$ cat config.mk
export PLATFORM = sky130hd
export DESIGN_NAME = spi_burst_arbiter
export DESIGN_NICKNAME = d
export VERILOG_FILES = /design/src/rtl/spi_pkg.sv /design/src/rtl/rr_arbiter.sv /design/src/rtl/spi_burst_arbiter.sv
export SDC_FILE = /design/constraint.sdc
export NUM_CORES = 1
export LEC_CHECK = 0
export BUFFER_PORTS_ARGS = -buffer_cell sky130_fd_sc_hd__buf_2
export CORE_MARGIN = 1
export CORE_UTILIZATION = 53
export CTS_CLUSTER_SIZE = 40
export DETAILED_ROUTE_END_ITERATION = 16
export GPL_TIMING_DRIVEN = 0
export PLACE_DENSITY = 0.87
export SLEW_MARGIN = 30
export SYNTH_ARGS = -nofsm -noshare
export SYNTH_HDL_FRONTEND = slang
export SYNTH_SLANG_ARGS = --single-unit
$ cat constraint.sdc
create_clock -name clk -period 8.9 [get_ports clk]
set_clock_uncertainty 0.15 [all_clocks]
set_input_delay 0.445 -clock clk [delete_from_list [all_inputs] [get_ports clk]]
set_output_delay 0.445 -clock clk [all_outputs]
set_load 0.005 [all_outputs]
$ cat src/rtl/spi_pkg.sv
// Shared types and constants for the SPI burst arbiter.
package spi_pkg;

    // Burst sequencing states; see spi_burst_arbiter for the state table.
    typedef enum logic [2:0] {
        IDLE,
        SETUP,
        START,
        WAIT_LOW,
        WAIT_HIGH,
        CAPTURE,
        RELEASE
    } arb_state_t;

    // Cycles the engine has to drop its enable after a start pulse.
    localparam int ENG_ACK_TIMEOUT = 4;

endpackage

$ cat src/rtl/rr_arbiter.sv
// Combinational round-robin pick: first requester at or after ptr wins.
module rr_arbiter #(
    parameter int NUM_REQ = 4
) (
    input  logic [NUM_REQ-1:0]         req,
    input  logic [$clog2(NUM_REQ)-1:0] ptr,
    output logic [NUM_REQ-1:0]         gnt
);

    int   idx;
    logic found;

    // Walk the requesters starting at ptr, wrapping once, and grant the first hit.
    always_comb begin
        gnt   = '0;
        found = 1'b0;
        idx   = 0;
        for (int i = 0; i < NUM_REQ; i++) begin
            idx = int'(ptr) + i;
            if (idx >= NUM_REQ) begin
                idx = idx - NUM_REQ;
            end
            if (!found && req[idx]) begin
                gnt[idx] = 1'b1;
                found    = 1'b1;
            end
        end
    end

endmodule

$ cat src/rtl/spi_burst_arbiter.sv
// Round-robin sharing of one byte-level SPI engine among NUM_REQ clients.
// Each grant runs a burst of bytes with the client's chip-select held low.
//
// state     | meaning
// ----------+-------------------------------------------------------------
// IDLE      | no burst; arbitrate and latch winner/length on any request
// SETUP     | chip-select low, counting CS_SETUP cycles before first byte
// START     | pulse the engine start with the winner's current tx byte
// WAIT_LOW  | wait for the engine to drop its enable (times out -> error)
// WAIT_HIGH | frame in flight; wait for the engine enable to rise again
// CAPTURE   | take the received byte, count down remaining bytes
// RELEASE   | drop grant and chip-select, pulse done (and err), advance ptr
module spi_burst_arbiter
    import spi_pkg::*;
#(
    parameter int  NUM_REQ  = 4,
    parameter int  MAX_LEN  = 16,
    parameter int  CS_SETUP = 2,
    localparam int LW       = $clog2(MAX_LEN + 1)
) (
    input  logic                  clk,
    input  logic                  rst,
    input  logic [NUM_REQ-1:0]    req_i,
    input  logic [NUM_REQ*LW-1:0] req_len_i,
    input  logic [NUM_REQ*8-1:0]  tx_byte_i,
    output logic [NUM_REQ-1:0]    gnt_o,
    output logic [NUM_REQ-1:0]    tx_pop_o,
    output logic [7:0]            rx_byte_o,
    output logic [NUM_REQ-1:0]    rx_valid_o,
    output logic [NUM_REQ-1:0]    done_o,
    output logic                  err_o,
    output logic [NUM_REQ-1:0]    spi_cs_n_o,
    output logic                  eng_start_o,
    output logic [7:0]            eng_data_o,
    input  logic                  eng_cs_n_i,
    input  logic [7:0]            eng_rx_i
);

    localparam int PW   = $clog2(NUM_REQ);
    localparam int TMAX = (CS_SETUP > ENG_ACK_TIMEOUT) ? CS_SETUP : ENG_ACK_TIMEOUT;
    localparam int TW   = (TMAX > 2) ? $clog2(TMAX) : 1;

    localparam logic [LW-1:0] LEN_MAX    = LW'(MAX_LEN);
    localparam logic [LW-1:0] LEN_ONE    = LW'(1);
    localparam logic [TW-1:0] SETUP_LOAD = TW'(CS_SETUP - 1);
    localparam logic [TW-1:0] ACK_LOAD   = TW'(ENG_ACK_TIMEOUT - 1);
    localparam logic [PW-1:0] LAST_IDX   = PW'(NUM_REQ - 1);

    arb_state_t        state;
    arb_state_t        state_nxt;
    logic [NUM_REQ-1:0] arb_gnt;
    logic [PW-1:0]     arb_idx;
    logic [LW-1:0]     arb_len_raw;
    logic [LW-1:0]     arb_len;
    logic              any_req;
    logic [PW-1:0]     win_idx;
    logic [NUM_REQ-1:0] win_onehot;
    logic [PW-1:0]     rr_ptr;
    logic [LW-1:0]     rem_cnt;
    logic [TW-1:0]     tmr;
    logic              err_flag;

    assign any_req = |req_i;

    rr_arbiter #(
        .NUM_REQ (NUM_REQ)
    ) u_rr_arbiter (
        .req (req_i),
        .ptr (rr_ptr),
        .gnt (arb_gnt)
    );

    // Encode the one-hot pick to an index and fetch its clamped burst length.
    always_comb begin
        arb_idx = '0;
        for (int i = 0; i < NUM_REQ; i++) begin
            if (arb_gnt[i]) begin
                arb_idx = PW'(i);
            end
        end
        arb_len_raw = req_len_i[arb_idx*LW +: LW];
        arb_len     = (arb_len_raw > LEN_MAX) ? LEN_MAX : arb_len_raw;
    end

    // Decode the latched winner index back to one-hot for the per-client strobes.
    always_comb begin
        win_onehot          = '0;
        win_onehot[win_idx] = 1'b1;
    end

    // State register.
    always_ff @(posedge clk or posedge rst) begin
        if (rst) begin
            state <= IDLE;
        end else begin
            state <= state_nxt;
        end
    end

    // Next-state logic and the state-decoded strobes to engine and clients.
    always_comb begin
        state_nxt   = state;
        eng_start_o = 1'b0;
        eng_data_o  = 8'h00;
        tx_pop_o    = '0;
        done_o      = '0;
        err_o       = 1'b0;
        case (state)
            IDLE: begin
                if (any_req) begin
                    state_nxt = (arb_len == '0) ? RELEASE : SETUP;
                end
            end
            SETUP: begin
                if (tmr == '0) begin
                    state_nxt = START;
                end
            end
            START: begin
                eng_start_o = 1'b1;
                eng_data_o  = tx_byte_i[win_idx*8 +: 8];
                tx_pop_o    = win_onehot;
                state_nxt   = WAIT_LOW;
            end
            WAIT_LOW: begin
                if (!eng_cs_n_i) begin
                    state_nxt = WAIT_HIGH;
                end else if (tmr == '0) begin
                    state_nxt = RELEASE;
                end
            end
            WAIT_HIGH: begin
                if (eng_cs_n_i) begin
                    state_nxt = CAPTURE;
                end
            end
            CAPTURE: begin
                state_nxt = (rem_cnt == LEN_ONE) ? RELEASE : START;
            end
            RELEASE: begin
                done_o    = win_onehot;
                err_o     = err_flag;
                state_nxt = IDLE;
            end
            default: begin
                state_nxt = IDLE;
            end
        endcase
    end

    // Burst bookkeeping: winner latch, grant/chip-select, timers, rx capture, pointer.
    always_ff @(posedge clk or posedge rst) begin
        if (rst) begin
            win_idx    <= '0;
            rr_ptr     <= '0;
            rem_cnt    <= '0;
            tmr        <= '0;
            err_flag   <= 1'b0;
            gnt_o      <= '0;
            spi_cs_n_o <= '1;
            rx_byte_o  <= 8'h00;
            rx_valid_o <= '0;
        end else begin
            rx_valid_o <= '0;
            case (state)
                IDLE: begin
                    if (any_req) begin
                        win_idx  <= arb_idx;
                        rem_cnt  <= arb_len;
                        gnt_o    <= arb_gnt;
                        err_flag <= 1'b0;
                        tmr      <= SETUP_LOAD;
                        if (arb_len != '0) begin
                            spi_cs_n_o <= ~arb_gnt;
                        end
                    end
                end
                SETUP: begin
                    if (tmr != '0) begin
                        tmr <= tmr - 1'b1;
                    end
                end
                START: begin
                    tmr <= ACK_LOAD;
                end
                WAIT_LOW: begin
                    if (eng_cs_n_i) begin
                        if (tmr == '0) begin
                            err_flag <= 1'b1;
                        end else begin
                            tmr <= tmr - 1'b1;
                        end
                    end
                end
                CAPTURE: begin
                    rx_byte_o  <= eng_rx_i;
                    rx_valid_o <= win_onehot;
                    rem_cnt    <= rem_cnt - 1'b1;
                end
                RELEASE: begin
                    gnt_o      <= '0;
                    spi_cs_n_o <= '1;
                    rr_ptr     <= (win_idx == LAST_IDX) ? '0 : win_idx + 1'b1;
                end
                default: begin
                end
            endcase
        end
    end

endmodule

# Word level (Yosys, flattened, before mapping)
# Index checks and enable logic that the tools add are counted.
[word_totals]
out_inout_bits = 38
ff_bits = 35
elab_cells = 155
[op_classes]
add_sub_neg = 10
bitwise_logic = 4
shifts = 2
reduce_logical = 28
mul = 1
order_cmp = 15
muxes = 68
n_eq_ne = 17
[op_table]
columns = ["cell", "count"]
rows = [
  ["32-bit by 1-bit greater-or-equal comparator with 1-bit output, second input constant", 4],
  ["32-bit by 4-bit less-than comparator with 1-bit output, second input constant", 4],
  ["32-bit 2-to-1 mux", 4],
  ["32-bit by 4-bit greater-or-equal comparator with 1-bit output, second input constant", 3],
  ["32-bit by 4-bit subtractor with 32-bit output, second input constant", 3],
  ["4-bit 2-to-1 mux", 10],
  ["32-bit by 6-bit variable part select with 8-bit output", 1],
  ["1-bit 2-to-1 mux", 22],
  ["3-bit 2-to-1 mux", 7],
  ["20-bit by 6-bit variable part select with 5-bit output", 1],
  ["3-bit case mux with 6 select lines", 1],
  ["2-bit != test, second input constant", 8],
  ["4-bit case mux with 2 select lines", 2],
  ["2-bit 2-to-1 mux", 7],
  ["4-bit bitwise OR", 3],
  ["1-bit demux with 2-bit select", 5],
  ["5-bit 2-to-1 mux", 2],
  ["5-bit case mux with 2 select lines", 1],
  ["3-bit == test, second input constant", 3],
  ["1-bit binary-select mux with 2-bit select", 4],
  ["1-bit logical AND", 8],
  ["8-bit 2-to-1 mux", 1],
  ["2-bit case mux with 4 select lines", 1],
  ["4-bit AND reduction", 2],
  ["29 further kinds", 38],
]

# Longest topological paths before layout
# Gate-level depths: netlist (run 1).
[depth]
ltp_word = 26
depth_mapped = 12
ltp_nobuf = 10

# Hierarchy
# From an unflattened synthesis (run 1), not the netlist that was laid out.
[hier_totals]
hier_cells = 272
hier_area_um2 = 2539.9
[modules_own_cells]
columns = ["module", "area_each_um2", "cells_each", "n_inst"]
rows = [
  ["spi_burst_arbiter", 2212.1, 240, 1],
  ["rr_arbiter", 327.8, 32, 1],
]

# Worst setup path after synthesis (run 1)
# Ideal clock, no wire load.
[synth_path]
path_type = "reg2reg"
start = "register rr_ptr[0]"
end = "register state[0]"
period_less_slack_ps = 3345
arrival_ps = 3063
path_stages_with_launch = 12
t_required_ps = 8619
setup_ps = 131
n_path_buf = 1
setup_slack_ps = 5555
cell_sequence = "dfrtp_1 > buf_6 > inv_1 > ha_1 > mux4_2 > or2_4 > o311ai_4 > mux2i_1 > a211oi_2 > nor3_4 > a21oi_4 > or3_1"
[synth_via]
elab_chain_cells = 26
word_cells_on_any_way = 74
[synth_lines]
columns = ["item", "line_no", "text"]
rows = [
  ["from (decl)", "spi_burst_arbiter.sv:58", "logic [PW-1:0] rr_ptr;"],
  ["from (signal assigned)", "spi_burst_arbiter.sv:203", "rr_ptr <= (win_idx == LAST_IDX) ? '0 : win_idx + 1'b1;"],
  ["branches (longest 14 deep; another with 32-bit by 4-bit subtractor with 32-bit output)", "--", ""],
  ["4-bit 2-to-1 mux (*)", "rr_arbiter.sv:23", "if (!found && req[idx]) begin"],
  ["1-bit 2-to-1 mux", "spi_burst_arbiter.sv:77", "if (arb_gnt[i]) begin"],
  ["2-bit 2-to-1 mux", "spi_burst_arbiter.sv:77", ""],
  ["2-bit 2-to-1 mux (*)", "spi_burst_arbiter.sv:77", ""],
  ["2-bit by 3-bit multiplier with 5-bit output (*)", "spi_burst_arbiter.sv:81", "arb_len_raw = req_len_i[arb_idx*LW +: LW];"],
  ["20-bit by 6-bit variable part select with 5-bit output (*)", "spi_burst_arbiter.sv:81", ""],
  ["5-bit greater-than comparator", "spi_burst_arbiter.sv:82", "arb_len = (arb_len_raw > LEN_MAX) ? LEN_MAX : arb_len_raw;"],
  ["5-bit 2-to-1 mux (*)", "spi_burst_arbiter.sv:82", ""],
  ["5-bit zero test (*)", "spi_burst_arbiter.sv:111", "state_nxt = (arb_len == '0) ? RELEASE : SETUP;"],
  ["3-bit 2-to-1 mux (*)", "spi_burst_arbiter.sv:111", ""],
  ["3-bit 2-to-1 mux (*)", "spi_burst_arbiter.sv:110", "if (any_req) begin"],
  ["3-bit case mux with 6 select lines (*)", "spi_burst_arbiter.sv:108", "case (state)"],
  ["to (signal assigned)", "spi_burst_arbiter.sv:96", "state <= state_nxt;"],
  ["to (decl)", "spi_burst_arbiter.sv:49", "arb_state_t state;"],
]
# Every way passes the cells marked *. The select of a mux whose other input is x is not followed.
# A chain may end at the register's enable or synchronous reset.

# Worst setup path in the final report (run 1)
# Ends and elaborated chain as after synthesis.

==> results of run 1 <==
power by group:
| group | switching [W] | internal [W] |
|---|---|---|
| logic | 0.000412 | 0.000331 |
| registers | 0.0000448 | 0.000234 |
| clock network | 0.0000616 | 0.0000547 |
| total | 0.000518 | 0.000620 |
cell usage in the layout (no fill, tap or decap), drive strengths merged, types with 2 or more instances in the layout:
master | synthesis | layout
mux2i | 9 | 9
nor3 | 4 | 4
a21oi | 14 | 14
nand2 | 18 | 18
o21ai | 10 | 10
inv | 13 | 13
ha | 13 | 13
dfrtp | 31 | 31
nand3b | 3 | 3
nor3b | 2 | 2
a221oi | 4 | 4
buf | 1 | 105
or3 | 2 | 2
mux2 | 10 | 10
or2 | 3 | 3
nor2 | 22 | 22
and2 | 17 | 17
a211o | 2 | 2
dfstp | 4 | 4
nor2b | 6 | 6
nand3 | 7 | 7
nand2b | 2 | 2
a211oi | 5 | 5
nor4 | 3 | 3
and3 | 2 | 2
o221ai | 4 | 4
mux4 | 12 | 12
o31ai | 4 | 4
clkbuf | 13 | 19
o31a | 2 | 2
a22oi | 2 | 2
cell families after synthesis:
family / count (synthesis) / synth area share
and+or+nand+nor: 96 / 0.202
AOI/OAI and AO/OA: 57 / 0.170
DFF: 35 / 0.340
muxes: 31 / 0.183
buffers and inverters: 27 / 0.0421
adders and majority gates: 13 / 0.0629
flip-flops by register name, indices dropped and copies added (netlist names):
signal      cells
tmr             2
rx_byte_o       8
rr_ptr          2
err_flag        1
spi_cs_n_o      4
rem_cnt         5
gnt_o           4
win_idx         2
rx_valid_o      4
state           3
Yosys cell counts (4+ instances only):
cell,n
o31ai_1,4
mux2_2,10
nand2_1,18
clkbuf_1,13
mux4_2,12
inv_1,13
dfstp_2,4
dfrtp_1,31
nor2b_1,6
o221ai_1,4
nand3_1,7
mux2i_1,9
and2_1,16
nor2_1,22
o21ai_0,7
ha_1,13
a21oi_1,13
layer usage:
layer	part of all wire	vias up	global-route usage
met5	0	-	0
met4	0.021	0	0.100
met3	0.079	14	0.0549
met2	0.51	134	0.495
met1	0.39	1164	0.318
li1	-	1171	-
final timing paths:
kind	slack [ps]	cells past startpoint	from	endpoint
max in group asynchronous	8000	2	rst	state[0]
min	120	2	rst	rx_byte_o[0]
min reg2reg	360	1	rx_byte_o[0]	rx_byte_o[0]
max	5080	11	rr_ptr[0]	state[0]
min in group clk	220	2	eng_rx_i[5]	rx_byte_o[5]
max reg2reg	5080	11	rr_ptr[0]	state[0]
worst register-to-register path: stages, from the launching register on:
cell      delay, ps
dfrtp_1         440
buf_6           170
inv_1            90
ha_1            360
mux4_2          400
or2_4           290
o311ai_4        530
mux2i_1         290
a211oi_2        130
nor3_4          340
a21oi_4         130
or3_1           370
final cells by class:
type | instances | area (um^2) | area share
clock inverter | 2 | 12.5 | 0.00381
buffer | 14 | 60.1 | 0.0183
multi-input combinational | 197 | 1600 | 0.489
timing repair buffer | 104 | 520 | 0.159
clock buffer | 6 | 72.6 | 0.0221
inverter | 13 | 48.8 | 0.0149
tap | 67 | 83.8 | 0.0255
sequential | 35 | 881 | 0.268
through the flow:
stage / hold slack (ps) / setup WS, ps / cell area, um^2
6_report: 119 / 5080 / 3280
2_1_floorplan: 319 / 5560 / 2590
3_5_place_dp: 340 / 5130 / 3200
3_3_place_gp: 332 / 5210 / 3190
4_1_cts: 146 / 5100 / 3280
5_1_grt: 173 / 4910 / 3280
==> impl_metrics.py, run 1 <==
metrics = {
    "placed_design": {
        "finalWeightedCongestion": 0.900,
        "hpwl_um": 5280,
        "number_of_cells_in_the_design_after_placement": 430,
        "port_buffers": 104,
    },
    "floorplan": {
        "initial_utilization": 0.548,
        "design.portCount": 105,
        "die-area_mm2": 0.00517,
        "die-height_um": 71.9,
        "die_width_um": 71.9,
        "fp.coreArea_mm2": 0.00472,
        "placement_rows": 25,
    },
    "synth": {
        "yosysSeqAreaShare": 0.340,
        "synth_top_area_cell": "dfrtp_1",
        "yosys_register_bits": 35,
        "count_of_cell_types_in_the_netlist": 54,
        "synth_flop_cell": "dfrtp_1",
        "synth.top_cell.area_share": 0.300,
        "synthesis.area_per_instance_um2": 9.99,
        "syn_area_mm2": 0.00259,
        "synth_edf_count": 0,
        "mappedNetlistNets": 339,
        "cells_taking_the_most_area_after_synthesis": "dfrtp_1 (30%), mux4_2 (10%), ha_1 (6.3%)",
        "asyncSetResetFlopFracSynth": 1.00,
        "synthesis.yosys.warnings": 0,
        "netlist_instances": 259,
    },
    "power_and_ir_drop": {
        "power-per-cell-area_mw_per_mm2": 347,
        "total_power_w": 0.00114,
        "vdd_drop_max_mv": 0.216,
        "leakage_nw": 1.60,
    },
    "clocking": {
        "cts_inserted_buffers": 5,
        "clkSinkCount": 35,
        "cts_tree": "done",
        "cts.root.buffer_cell": "clkbuf_8",
        "clk_pin_slew_worst_paths_ps": 70,
        "clkLatencyLatePin_ps": 300,
        "clk_path_buf_depth": 2,
        "h-tree-depth": 2,
        "post_cts.repair.setup_buffers": 0,
        "cts_hold_buffers": 0,
        "post_cts_resize_count": 0,
    },
    "drt": {
        "vias_per_cell": 5.67,
        "drt_drc_violations_left": 1,
        "drt_iter0_drc": 222,
        "route.detailed.wl_per_inst_um": 15.7,
        "drtAntennaViolNets": 0,
        "drt_pass1_iterations": 10,
        "totalWireLength_um": 6870,
        "vias": 2483,
    },
    "critical_path": {
        "worst-endpoint-arrival_ps": 3840,
        "timing.critical_path.slowest_stage_cell": "o311ai_4",
        "startpoint_type": "register",
        "timing_worst_setup_path_type": "reg2reg",
        "worstPathBufferInverterCount": 2,
        "critPathMaxStageDelay_ps": 530,
        "crit_path_max_fanout": 8,
        "worst-endpoint-required_ps": 8920,
        "timing.critical_path.max_delay_family": "simple AND/OR/NAND/NOR gates",
        "timing.critical_path.to_type": "register",
        "crit_path_cell_trace": "buf_6 > inv_1 > ha_1 > mux4_2 > or2_4 > o311ai_4 > mux2i_1 > a211oi_2 > nor3_4 > a21oi_4 > or3_1",
    },
    "global_route": {
        "grtUsageTotal": 0.273,
        "antenna_found_initial": 0,
        "grt_overflow_total": 0,
        "grt_max_degree": 36,
        "number_of_global_route_vias_before_repair": 2351,
        "grt_first_pass_wirelength_um": 10800,
    },
    "finish": {
        "n_antenna_cell": 0,
        "layout.filler_cells": 359,
        "finish.cell_count_without_fillers": 438,
        "area.growth.synth_to_final_pct": 26.9,
        "final_layout_size_suffix_gt1_frac": 0.407,
        "finish.net_count": 450,
        "final_core_utilization": 0.695,
    },
    "timing": {
        "finalHoldViolCount": 0,
        "timing.fmax_mhz": 262,
        "slew_headroom": 0.500,
        "final_min_period_over_clock_period": 0.429,
        "slew_viol_final": 0,
        "grt_setup_unrepaired": "no",
        "worst-slew-pin-transition_ps": 750,
        "final.setup.tns_ps": 0,
        "min_period_ps": 3820,
        "setup_viol": 0,
    },
    "job": {
        "drv.max_cap_violation_count": 0,
    },
    "run_status": {
        "outcome": "finished, violations left",
        "failed_checks": "design-rule violations",
    },
    "hold_path": {
        "hold_path_class": "in2async",
    },
}
No activity file was read; power rests on OpenSTA's default activity.
==> inputs of run 2 (changes only) <==
CORE_UTILIZATION = 44   (was 53)
PLACE_DENSITY = 0.77   (was 0.87)
clock period = 3.2 ns   (was 8.9 ns; I/O delays follow)
==> impl_metrics.py, run 2 (synthesis gave the netlist of run 1 again) <==
metrics = {
    "drt": {
        "route.met2.wl_um": 3610,
        "vias": 2534,
        "routedLengthMet1_um": 2900,
        "met3_length_um": 487,
        "drt_pass1_iterations": 4,
        "drt_drc_violations_left": 0,
        "route.detailed.wl_per_inst_um": 15.2,
        "drt_iter0_drc": 131,
        "totalWireLength_um": 7140,
        "vias_per_cell": 5.40,
        "drtAntennaViolNets": 0,
        "top_layer": "met4",
    },
    "timing": {
        "worst-slew-pin-transition_ps": 726,
        "slew_headroom": 0.515,
        "finalHoldViolCount": 0,
        "grt_setup_unrepaired": "yes",
        "min_period_ps": 3280,
        "final_min_period_over_clock_period": 1.02,
        "final.setup.worst_slack_ps": -78.1,
        "final.setup.tns_ps": -160,
        "setup_viol": 3,
        "slew_viol_final": 0,
        "timing.fmax_mhz": 305,
    },
    "finish": {
        "finish.cell_count_without_fillers": 469,
        "area.growth.synth_to_final_pct": 39.8,
        "n_antenna_cell": 0,
        "largest-register": "rx_byte_o",
        "commonest_non_fill_non_tap_cells_in_the_layout": "buf_2 (104), dfrtp_1 (30), nor2_1 (22), nand2_1 (18), and2_1 (16)",
        "multi_input_comb_area_mm2": 0.00168,
        "final_layout_size_suffix_gt1_frac": 0.456,
        "area.sequential_um2": 882,
        "reg.largest.list": "rx_byte_o x8, rem_cnt x5",
        "final_core_utilization": 0.649,
        "finish.net_count": 476,
        "layout.filler_cells": 475,
        "layout.cells.most_common": "buf_2",
        "largest_register_ff_count": 8,
    },
    "run_status": {
        "outcome": "finished, violations left",
        "failed_checks": "negative setup slack",
    },
    "clocking": {
        "clkSinkCount": 35,
        "h-tree-depth": 2,
        "cts_inserted_buffers": 5,
        "clk_pin_slew_worst_paths_ps": 70,
        "cts_tree": "done",
        "cts.root.buffer_cell": "clkbuf_8",
        "clk_path_buf_depth": 2,
        "clkLatencyLatePin_ps": 290,
    },
    "power_and_ir_drop": {
        "leakage_nw": 1.74,
        "p_sw_w": 0.00156,
        "switching_share": 0.431,
        "power-per-cell-area_mw_per_mm2": 1000,
        "power.share.clock": 0.093,
        "share_seq_of_total_power": 0.209,
        "combinationalPowerShare": 0.698,
        "vdd_drop_max_mv": 0.725,
        "p_int_w": 0.00206,
    },
    "global_route": {
        "number_of_global_route_vias_before_repair": 2350,
        "grt_first_pass_wirelength_um": 11000,
        "grt_max_degree": 36,
        "grt_overflow_total": 0,
        "grtUsageTotal": 0.230,
        "antenna_found_initial": 0,
    },
    "placed_design": {
        "hpwl_um": 5030,
        "finalWeightedCongestion": 0.885,
        "port_buffers": 104,
        "dp_worst_slack_ps": -437,
        "number_of_cells_in_the_design_after_placement": 435,
    },
    "floorplan": {
        "die_width_um": 78.7,
        "placement_rows": 27,
        "die-area_mm2": 0.00619,
        "design.portCount": 105,
        "die-height_um": 78.7,
        "fp.coreArea_mm2": 0.00557,
        "initial_utilization": 0.464,
    },
    "critical_path": {
        "worst-endpoint-arrival_ps": 3350,
        "worst-endpoint-required_ps": 3270,
        "startpoint_type": "register",
        "timing.critical_path.to_type": "register",
        "timing_worst_setup_path_type": "reg2reg",
        "crit_path_max_fanout": 6,
    },
    "job": {
        "drv.max_cap_violation_count": 0,
    },
    "hold_path": {
        "hold_path_class": "in2reg",
    },
}
==> run 2: repair_timing <==
item | 4_1_cts | 5_1_grt
pin swaps | 7 | 3
endpoints found under the hold margin | 39 | 0
buffers inserted | 13 | 4
resized for setup | 7 | 6
setup endpoints to repair | 12 | 7
hold buffers | 9 | 0
==> run 2: per-stage QoR <==
step / total power [W] / hold WS (ps) / instance area (um^2)
after global placement: 0.00278 / 241 / 3220
after CTS: 0.00346 / 46.0 / 3560
after floorplan: 0.00231 / 161 / 2610
after detailed placement: 0.00283 / 176 / 3220
after global routing: 0.00389 / 62.5 / 3620
final: 0.00362 / 50.3 / 3620
==> run 2: area by class of cell <==
cell class                 instances  share of cell area
clock buffer                       7              0.0239
multi-input combinational        197               0.464
inverter                          13              0.0149
buffer                            14              0.0166
tap                               72              0.0249
sequential                        35               0.244
clock inverter                     1             0.00138
timing repair buffer             130               0.211
==> run 2: critical path: stages, from the launching register on <==
cell      delay, ps
dfrtp_1         380
buf_6           150
inv_6            40
ha_4            270
mux4_2          370
or2_4           290
o311ai_4        260
buf_12          170
mux2i_1         230
a21oi_2         110
nor3_4          260
buf_4           180
a21oi_2          50
o31a_1          290
==> run 2: per-layer routing <==
layer,global-route usage,vias to the layer above
met5,0,-
met4,0.0611,0
met3,0.0384,14
met2,0.419,120
met1,0.278,1169
li1,-,1231
==> run 2: path summary, 6_finish.rpt <==
| check | startpoint | end | slack [ps] | cells after the start |
|---|---|---|---|---|
| hold / removal | req_len_i[15] | rem_cnt[0] | 50 | 3 |
| max in group asynchronous | rst | rr_ptr[1] | 2010 | 3 |
| min in group asynchronous | rst | rx_byte_o[2] | 390 | 3 |
| setup reg to reg | rr_ptr[0] | spi_cs_n_o[1] | -80 | 13 |
| setup / recovery | rr_ptr[0] | spi_cs_n_o[1] | -80 | 13 |
| hold reg to reg | rx_byte_o[3] | rx_byte_o[3] | 350 | 1 |
==> run 2: power groups by stage <==
stage	Sequential (W)	Clock [W]	Combinational, W
2_1_floorplan	0.000764	0	0.00155
3_3_place_gp	0.000762	0	0.00202
3_5_place_dp	0.000772	0	0.00205
4_1_cts	0.000754	0.000339	0.00237
5_1_grt	0.000776	0.000355	0.00276
6_report	0.000756	0.000337	0.00253
